### src/rtl/patch_addr_gen_pkg.sv
// Shared types for the patch address generator: FSM encoding and the
// coordinate clamp helper used for both rows and lane columns.
package patch_addr_pkg;

  typedef enum logic [1:0] {IDLE, SETUP, RUN, FIN} state_t;

  typedef struct packed {
    logic [31:0] val;
    logic        oob;
  } clamp_t;

  // Clamp a signed coordinate into [0, hi]; oob marks that clamping happened.
  function automatic clamp_t clamp_coord(input int v, input int hi);
    clamp_t res;
    res.oob = 1'b1;
    if (v < 0) begin
      res.val = '0;
    end else if (v > hi) begin
      res.val = hi;
    end else begin
      res.val = v;
      res.oob = 1'b0;
    end
    return res;
  endfunction

endpackage

### src/rtl/patch_addr_gen_if.sv
// Address beat stream from the patch generator to the image-memory read port.
interface patch_addr_gen_if #(
  parameter int LANES = 1,
  parameter int AW    = 20
);
  logic                  out_valid;
  logic                  out_ready;
  logic [LANES*AW-1:0]   out_addr;
  logic [LANES-1:0]      out_mask;
  logic [LANES-1:0]      out_oob;
  logic                  out_eol;
  logic                  out_last;

  modport master (output out_valid, out_addr, out_mask, out_oob, out_eol, out_last,
                  input  out_ready);
  modport slave  (input  out_valid, out_addr, out_mask, out_oob, out_eol, out_last,
                  output out_ready);
endinterface

### src/rtl/patch_lane_calc.sv
// Per-lane column clamp, out-of-bounds flag, mask and final address.
module patch_lane_calc
  import patch_addr_pkg::*;
#(
  parameter int LANE = 0,
  parameter int PW   = 14,
  parameter int DW   = 11,
  parameter int AW   = 20
) (
  input  logic signed [PW-1:0] c,
  input  logic signed [PW-1:0] c_end,
  input  logic        [DW-1:0] img_cols,
  input  logic        [AW-1:0] row_base,
  input  logic                 row_oob,
  output logic        [AW-1:0] addr,
  output logic                 oob,
  output logic                 mask
);

  logic signed [PW-1:0] ci;
  clamp_t               cl;

  always_comb begin
    ci   = c + PW'(LANE);
    cl   = clamp_coord(int'(ci), int'(img_cols) - 1);
    mask = (ci <= c_end);
    addr = mask ? (row_base + AW'(cl.val)) : '0;
    oob  = mask & (row_oob | cl.oob);
  end

endmodule

### src/rtl/patch_addr_gen.sv
// Patch address generator: raster-order window addresses around a feature
// point, border-clamped, LANES columns per beat, valid/ready output stream.
module patch_addr_gen
  import patch_addr_pkg::*;
#(
  parameter int MAX_DIM  = 1024,
  parameter int MAX_HALF = 35,
  parameter int LANES    = 1,
  parameter int EXT      = 1,
  parameter int DW       = $clog2(MAX_DIM) + 1,
  parameter int CW       = $clog2(MAX_DIM) + 2,
  parameter int AW       = $clog2(MAX_DIM * MAX_DIM)
) (
  input  logic                            clk,
  input  logic                            reset,
  input  logic                            start,
  input  logic [DW-1:0]                   img_rows,
  input  logic [DW-1:0]                   img_cols,
  input  logic [AW-1:0]                   base_addr,
  input  logic signed [CW-1:0]            ctr_row,
  input  logic signed [CW-1:0]            ctr_col,
  input  logic [$clog2(MAX_HALF+1)-1:0]   half_r,
  input  logic [$clog2(MAX_HALF+1)-1:0]   half_c,
  output logic                            busy,
  output logic                            done,
  output logic                            cfg_err,
  patch_addr_gen_if.master                out_if
);

  localparam int HW = $clog2(MAX_HALF + 1);
  localparam int PW = CW + 2;

  state_t               state;
  logic [DW-1:0]        rows_q, cols_q;
  logic [AW-1:0]        base_q, rowacc_q;
  logic signed [CW-1:0] ctr_r_q, ctr_c_q;
  logic [HW-1:0]        hr_q, hc_q;
  logic signed [PW-1:0] r_q, c_q, c0_q, c_end_q, r_end_q, r_next;
  logic                 valid_q;

  int                   r0_i, c0_i;
  clamp_t               row_cl;
  logic                 row_oob, step_add, eol, last, cfg_bad;
  logic [AW-1:0]        row_init, row_base;
  logic [LANES*AW-1:0]  lane_addr;
  logic [LANES-1:0]     lane_oob, lane_mask;

  always_comb begin
    r0_i     = int'(ctr_r_q) - int'(hr_q);
    c0_i     = int'(ctr_c_q) - int'(hc_q);
    // One row clamp serves both phases: start row in SETUP, current row in RUN.
    row_cl   = clamp_coord((state == SETUP) ? r0_i : int'(r_q), int'(rows_q) - 1);
    row_oob  = row_cl.oob;
    row_init = AW'(int'(row_cl.val) * int'(cols_q));
    row_base = base_q + rowacc_q;
    r_next   = r_q + PW'(1);
    step_add = (int'(r_next) >= 1) && (int'(r_next) <= int'(rows_q) - 1);
    eol      = (c_q + PW'(LANES)) > c_end_q;
    last     = eol && (r_q == r_end_q);
    cfg_bad  = (int'(hr_q) > MAX_HALF) || (int'(hc_q) > MAX_HALF) ||
               (rows_q == '0) || (cols_q == '0) ||
               (int'(rows_q) > MAX_DIM) || (int'(cols_q) > MAX_DIM);
  end

  for (genvar i = 0; i < LANES; i++) begin : g_lane
    patch_lane_calc #(.LANE(i), .PW(PW), .DW(DW), .AW(AW)) u_lane (
      .c        (c_q),
      .c_end    (c_end_q),
      .img_cols (cols_q),
      .row_base (row_base),
      .row_oob  (row_oob),
      .addr     (lane_addr[i*AW +: AW]),
      .oob      (lane_oob[i]),
      .mask     (lane_mask[i])
    );
  end

  assign out_if.out_valid = valid_q;
  assign out_if.out_addr  = valid_q ? lane_addr : '0;
  assign out_if.out_mask  = valid_q ? lane_mask : '0;
  assign out_if.out_oob   = valid_q ? lane_oob  : '0;
  assign out_if.out_eol   = valid_q & eol;
  assign out_if.out_last  = valid_q & last;

  always_ff @(posedge clk or posedge reset) begin
    if (reset) begin
      state    <= IDLE;
      busy     <= 1'b0;
      done     <= 1'b0;
      cfg_err  <= 1'b0;
      valid_q  <= 1'b0;
      rows_q   <= '0;
      cols_q   <= '0;
      base_q   <= '0;
      ctr_r_q  <= '0;
      ctr_c_q  <= '0;
      hr_q     <= '0;
      hc_q     <= '0;
      r_q      <= '0;
      c_q      <= '0;
      c0_q     <= '0;
      c_end_q  <= '0;
      r_end_q  <= '0;
      rowacc_q <= '0;
    end else begin
      done    <= 1'b0;
      cfg_err <= 1'b0;
      case (state)
        IDLE: if (start) begin
          rows_q  <= img_rows;
          cols_q  <= img_cols;
          base_q  <= base_addr;
          ctr_r_q <= ctr_row;
          ctr_c_q <= ctr_col;
          hr_q    <= half_r;
          hc_q    <= half_c;
          busy    <= 1'b1;
          state   <= SETUP;
        end
        SETUP: if (cfg_bad) begin
          done    <= 1'b1;
          cfg_err <= 1'b1;
          busy    <= 1'b0;
          state   <= FIN;
        end else begin
          r_q      <= PW'(r0_i);
          c_q      <= PW'(c0_i);
          c0_q     <= PW'(c0_i);
          c_end_q  <= PW'(int'(ctr_c_q) + int'(hc_q) + EXT);
          r_end_q  <= PW'(int'(ctr_r_q) + int'(hr_q) + EXT);
          rowacc_q <= row_init;
          valid_q  <= 1'b1;
          state    <= RUN;
        end
        RUN: if (valid_q && out_if.out_ready) begin
          if (last) begin
            valid_q <= 1'b0;
            done    <= 1'b1;
            busy    <= 1'b0;
            state   <= FIN;
          end else if (eol) begin
            // Row component only advances while the new row is inside the image.
            r_q <= r_next;
            c_q <= c0_q;
            if (step_add) rowacc_q <= rowacc_q + AW'(cols_q);
          end else begin
            c_q <= c_q + PW'(LANES);
          end
        end
        FIN:     state <= IDLE;
        default: state <= IDLE;
      endcase
    end
  end

endmodule

### src/flat_wrapper.sv
// flat-port wrapper written by rule: the top's interface ports become plain ports
module patch_addr_gen_flat import patch_addr_pkg::*;
#(
  parameter int MAX_DIM  = 1024,
  parameter int MAX_HALF = 35,
  parameter int LANES    = 1,
  parameter int EXT      = 1,
  parameter int DW       = $clog2(MAX_DIM) + 1,
  parameter int CW       = $clog2(MAX_DIM) + 2,
  parameter int AW       = $clog2(MAX_DIM * MAX_DIM)
)
  (clk, reset, start, img_rows, img_cols, base_addr, ctr_row, ctr_col, half_r, half_c, busy, done, cfg_err, out_if_out_valid, out_if_out_addr, out_if_out_mask, out_if_out_oob, out_if_out_eol, out_if_out_last, out_if_out_ready);
  patch_addr_gen_if #(.LANES(LANES), .AW(AW)) out_if_i ();
  input  logic clk;
  input  logic reset;
  input  logic start;
  input  logic [DW-1:0] img_rows;
  input  logic [DW-1:0] img_cols;
  input  logic [AW-1:0] base_addr;
  input  logic signed [CW-1:0] ctr_row;
  input  logic signed [CW-1:0] ctr_col;
  input  logic [$clog2(MAX_HALF+1)-1:0] half_r;
  input  logic [$clog2(MAX_HALF+1)-1:0] half_c;
  output logic busy;
  output logic done;
  output logic cfg_err;
  output wire logic [$bits(out_if_i.out_valid)-1:0] out_if_out_valid;
  output wire logic [$bits(out_if_i.out_addr)-1:0] out_if_out_addr;
  output wire logic [$bits(out_if_i.out_mask)-1:0] out_if_out_mask;
  output wire logic [$bits(out_if_i.out_oob)-1:0] out_if_out_oob;
  output wire logic [$bits(out_if_i.out_eol)-1:0] out_if_out_eol;
  output wire logic [$bits(out_if_i.out_last)-1:0] out_if_out_last;
  input wire logic [$bits(out_if_i.out_ready)-1:0] out_if_out_ready;
  assign out_if_out_valid = out_if_i.out_valid;
  assign out_if_out_addr = out_if_i.out_addr;
  assign out_if_out_mask = out_if_i.out_mask;
  assign out_if_out_oob = out_if_i.out_oob;
  assign out_if_out_eol = out_if_i.out_eol;
  assign out_if_out_last = out_if_i.out_last;
  assign out_if_i.out_ready = out_if_out_ready;
  patch_addr_gen #(.MAX_DIM(MAX_DIM), .MAX_HALF(MAX_HALF), .LANES(LANES), .EXT(EXT), .DW(DW), .CW(CW), .AW(AW)) u_core (.clk(clk), .reset(reset), .start(start), .img_rows(img_rows), .img_cols(img_cols), .base_addr(base_addr), .ctr_row(ctr_row), .ctr_col(ctr_col), .half_r(half_r), .half_c(half_c), .busy(busy), .done(done), .cfg_err(cfg_err), .out_if(out_if_i));
endmodule
### config.mk
export PLATFORM = sky130hd
export DESIGN_NAME = patch_addr_gen_flat
export DESIGN_NICKNAME = d
export VERILOG_FILES = /design/src/rtl/patch_addr_gen_pkg.sv /design/src/rtl/patch_addr_gen_if.sv /design/src/rtl/patch_lane_calc.sv /design/src/rtl/patch_addr_gen.sv /design/src/flat_wrapper.sv
export SDC_FILE = /design/constraint.sdc
export NUM_CORES = 1
export LEC_CHECK = 0
export ABC_CLOCK_PERIOD_IN_PS = 10100
export CAP_MARGIN = 20
export CORE_AREA = 2 2 177 179
export CTS_CLUSTER_SIZE = 30
export DETAILED_ROUTE_END_ITERATION = 10
export DIE_AREA = 0 0 179 181
export PLACE_DENSITY = 0.82
export SKIP_LAST_GASP = 1
export SLEW_MARGIN = 20
export SYNTH_ARGS = -nofsm -noshare
export SYNTH_HDL_FRONTEND = slang
export SYNTH_SLANG_ARGS = --single-unit
### constraint.sdc
create_clock -name clk -period 10.1 [get_ports clk]
set_input_delay 1.01 -clock clk [delete_from_list [all_inputs] [get_ports clk]]
set_output_delay 1.01 -clock clk [all_outputs]
set_load 0.01 [all_outputs]
==> impl_metrics.json <==
{
  "status": "finished clean",
  "die_area_um2": 32400,
  "cts_tree": "done",
  "ys_types": 84,
  "core_um2": 30350,
  "ys_seq_area_share_pct": 23.24,
  "fill_cells": 2362,
  "rsz0062_at_grt": "false",
  "post_route_cells_drive_above_1_share_pct": 8.834,
  "cts.sinks": 173,
  "grt_pass1_wl_um": 79680,
  "routed_wl_um": 47990,
  "yosys_warnings": 0,
  "syn_area_per_cell_um2": 8.747,
  "setup_viol": 0,
  "cts_buffer_depth": 2,
  "grt_antenna_before_repair": 0,
  "tightest_slew_ns": 1.119,
  "syn_inst": 2130,
  "slowest_delay_ns": 0.55,
  "critPathLaunch": "u_core.hr_q[2]",
  "crit_required_ns": 10.45,
  "htreeDepth": 4,
  "worstSkewPairLatency_ns": 0.47,
  "slowest_stage": "fa_1",
  "max_freq_ghz": 0.1056,
  "path_class": "flop to flop",
  "slew_headroom_pct": 25.11,
  "die_w_um": 179,
  "worstHoldPathType": "flop to flop",
  "finalCriticalPeriod_ns": 9.470,
  "dp_hpwl_um": 36370,
  "synthFlopType": "dfrtp_1",
  "final.setup.tns_ns": 0,
  "fin_crit_sh_pct": 93.76,
  "synth_seq_cells": 173,
  "instances_no_fill": 2592,
  "yosys.area.top_type": "dfrtp_1",
  "yosysMostFrequentCell": "inv_1",
  "layout-area-overhead-vs-synth_pct": 10.91,
  "cap_violations": 0,
  "ant_nets": 0,
  "num_rows": 64,
  "crit_fanout": 18,
  "clkTransAtPathRegs_ns": 0.08,
  "synth_area_leaders": "dfrtp_1 23%, fa_1 14%, ha_1 12%",
  "via_count": 15500,
  "synth_fp_nets": 2524,
  "synth_area_um2": 18630,
  "overflow": 0,
  "ios": 110,
  "clock_skew_ns": 0.01274,
  "cts_setup_buffers": 0,
  "initial_core_util_pct": 61.39,
  "via_per_inst": 5.981,
  "wl_per_cell_um": 18.52,
  "critPathArrivalTime_ns": 9.82,
  "synth-async-reset-ratio_pct": 100.0,
  "end_kind": "flop",
  "nets": 2577,
  "dp.cells": 2560,
  "grt_usage_pct": 31.07,
  "fp.dieH_um": 181,
  "numCtsBuffers": 17,
  "synth-edff-count": 0,
  "dr.pass1.iters": 5,
  "n_antenna_cell": 0,
  "io_buffers": 109,
  "grt_max_degree": 109,
  "first_iter_violations": 1089,
  "whs_ns": 0.4896,
  "grt_pass1_vias": 16030,
  "synth.top_cell.area_share_pct": 23.24,
  "place_congestion": 1.015,
  "drc_errors": 0,
  "cts_root_buf": "clkbuf_16",
  "critPathLaunchType": "flop",
  "synth_commonest_cells": "252 x inv_1, 243 x nand2_1, 179 x ha_1",
  "slew_violations": 0,
  "final-hold-violation-count": 0,
  "min_from": "u_core.c_end_q[8]",
  "rr_startpoint": "u_core.hr_q[2]"
}
## final timing paths
check	slack, ns	cells after the start	end
setup reg to reg	0.63	34	u_core.rowacc_q[19]
min in group asynchronous	1.09	2	u_core.ctr_c_q[6]
max in group asynchronous	7.62	3	u_core.r_end_q[8]
hold reg to reg	0.49	2	u_core.c_end_q[8]
setup / recovery	0.63	34	u_core.rowacc_q[19]
hold / removal	0.49	2	u_core.c_end_q[8]
## stage by stage
stage	setup slack, ns	utilization (%)	instance area [um^2]
6_report	0.6304	68.08	20660
5_1_grt	0.03872	68.08	20660
4_1_cts	0.4551	68.01	20640
3_5_place_dp	0.5307	65.95	20010
3_3_place_gp	0.7832	65.95	20010
2_1_floorplan	1.191	-	18630
## flip-flops by register name, indices dropped and copies added (netlist names)
name	count
u_core.rowacc_q	20
u_core.ctr_r_q	12
u_core.cols_q	11
u_core.cfg_err	1
u_core.out_if.out_valid	1
u_core.state	2
u_core.hc_q	6
u_core.busy	1
u_core.r_q	14
u_core.done	1
u_core.c0_q	13
u_core.ctr_c_q	12
u_core.c_end_q	14
u_core.hr_q	6
u_core.rows_q	11
u_core.r_end_q	14
u_core.base_q	20
u_core.c_q	14
## timing repair
item                                   4_1_cts  5_1_grt
setup endpoints to repair                    0        3
endpoints found under the hold margin        0        0
resized for setup                            0        4
hold buffers                                 0        0
## cells by family after synthesis
logic type / Yosys count / share of synthesized area, %
AO/OA/AOI/OAI: 397 / 13.49
AND/OR/NAND/NOR: 646 / 16.50
adder cells (fa/ha/maj): 312 / 26.31
XOR/XNOR: 143 / 6.796
flip-flops: 173 / 23.24
buffers and inverters: 352 / 7.240
multiplexers: 107 / 6.420
## per-layer routing
layer / GRT usage, % / vias to the layer above / part of all wire [%] / routed length (um)
li1: - / 7269 / - / -
met1: 38.87 / 7533 / 41 / 19650
met2: 52.80 / 559 / 49 / 23600
met3: 4.440 / 143 / 5.6 / 2686
met4: 14.34 / 0 / 4.3 / 2049
met5: 0 / - / 0 / 0
## critical path, delay by kind of cell (launching register included)
family                     cells  cell delay, ns
adders and majority gates      8            3.62
AOI/OAI and AO/OA             11            3.37
and+or+nand+nor                8            1.33
buffers and inverters          6            0.50
DFF                            1            0.40
xor gates and xnor gates       1            0.13
## layout make-up
type,instances,area (um^2),area share (%)
clock inverter,15,200.2,0.9689
multi-input combinational,1605,12980,62.83
timing repair buffer,133,1271,6.152
tap,396,495.5,2.398
sequential,173,4329,20.95
inverter,253,958.4,4.638
clock buffer,17,425.4,2.059
## placed cells by master, fill, tap and decap left out, drive strengths merged, types with 19 or more instances in the layout
cell type / instances
a21o: 28
a21oi: 111
and2: 52
buf: 24
clkdlybuf4s50: 109
dfrtp: 173
fa: 133
ha: 179
inv: 258
mux2: 94
nand2: 244
nand2b: 19
nand3: 49
nand4: 19
nor2: 120
nor2b: 24
nor3: 44
o21a: 23
o21ai: 118
xnor2: 107
xor2: 35
Power is left out: the tool's default activity adds up to more than one toggle a clock period on the data nets, which glitch-free logic cannot reach.
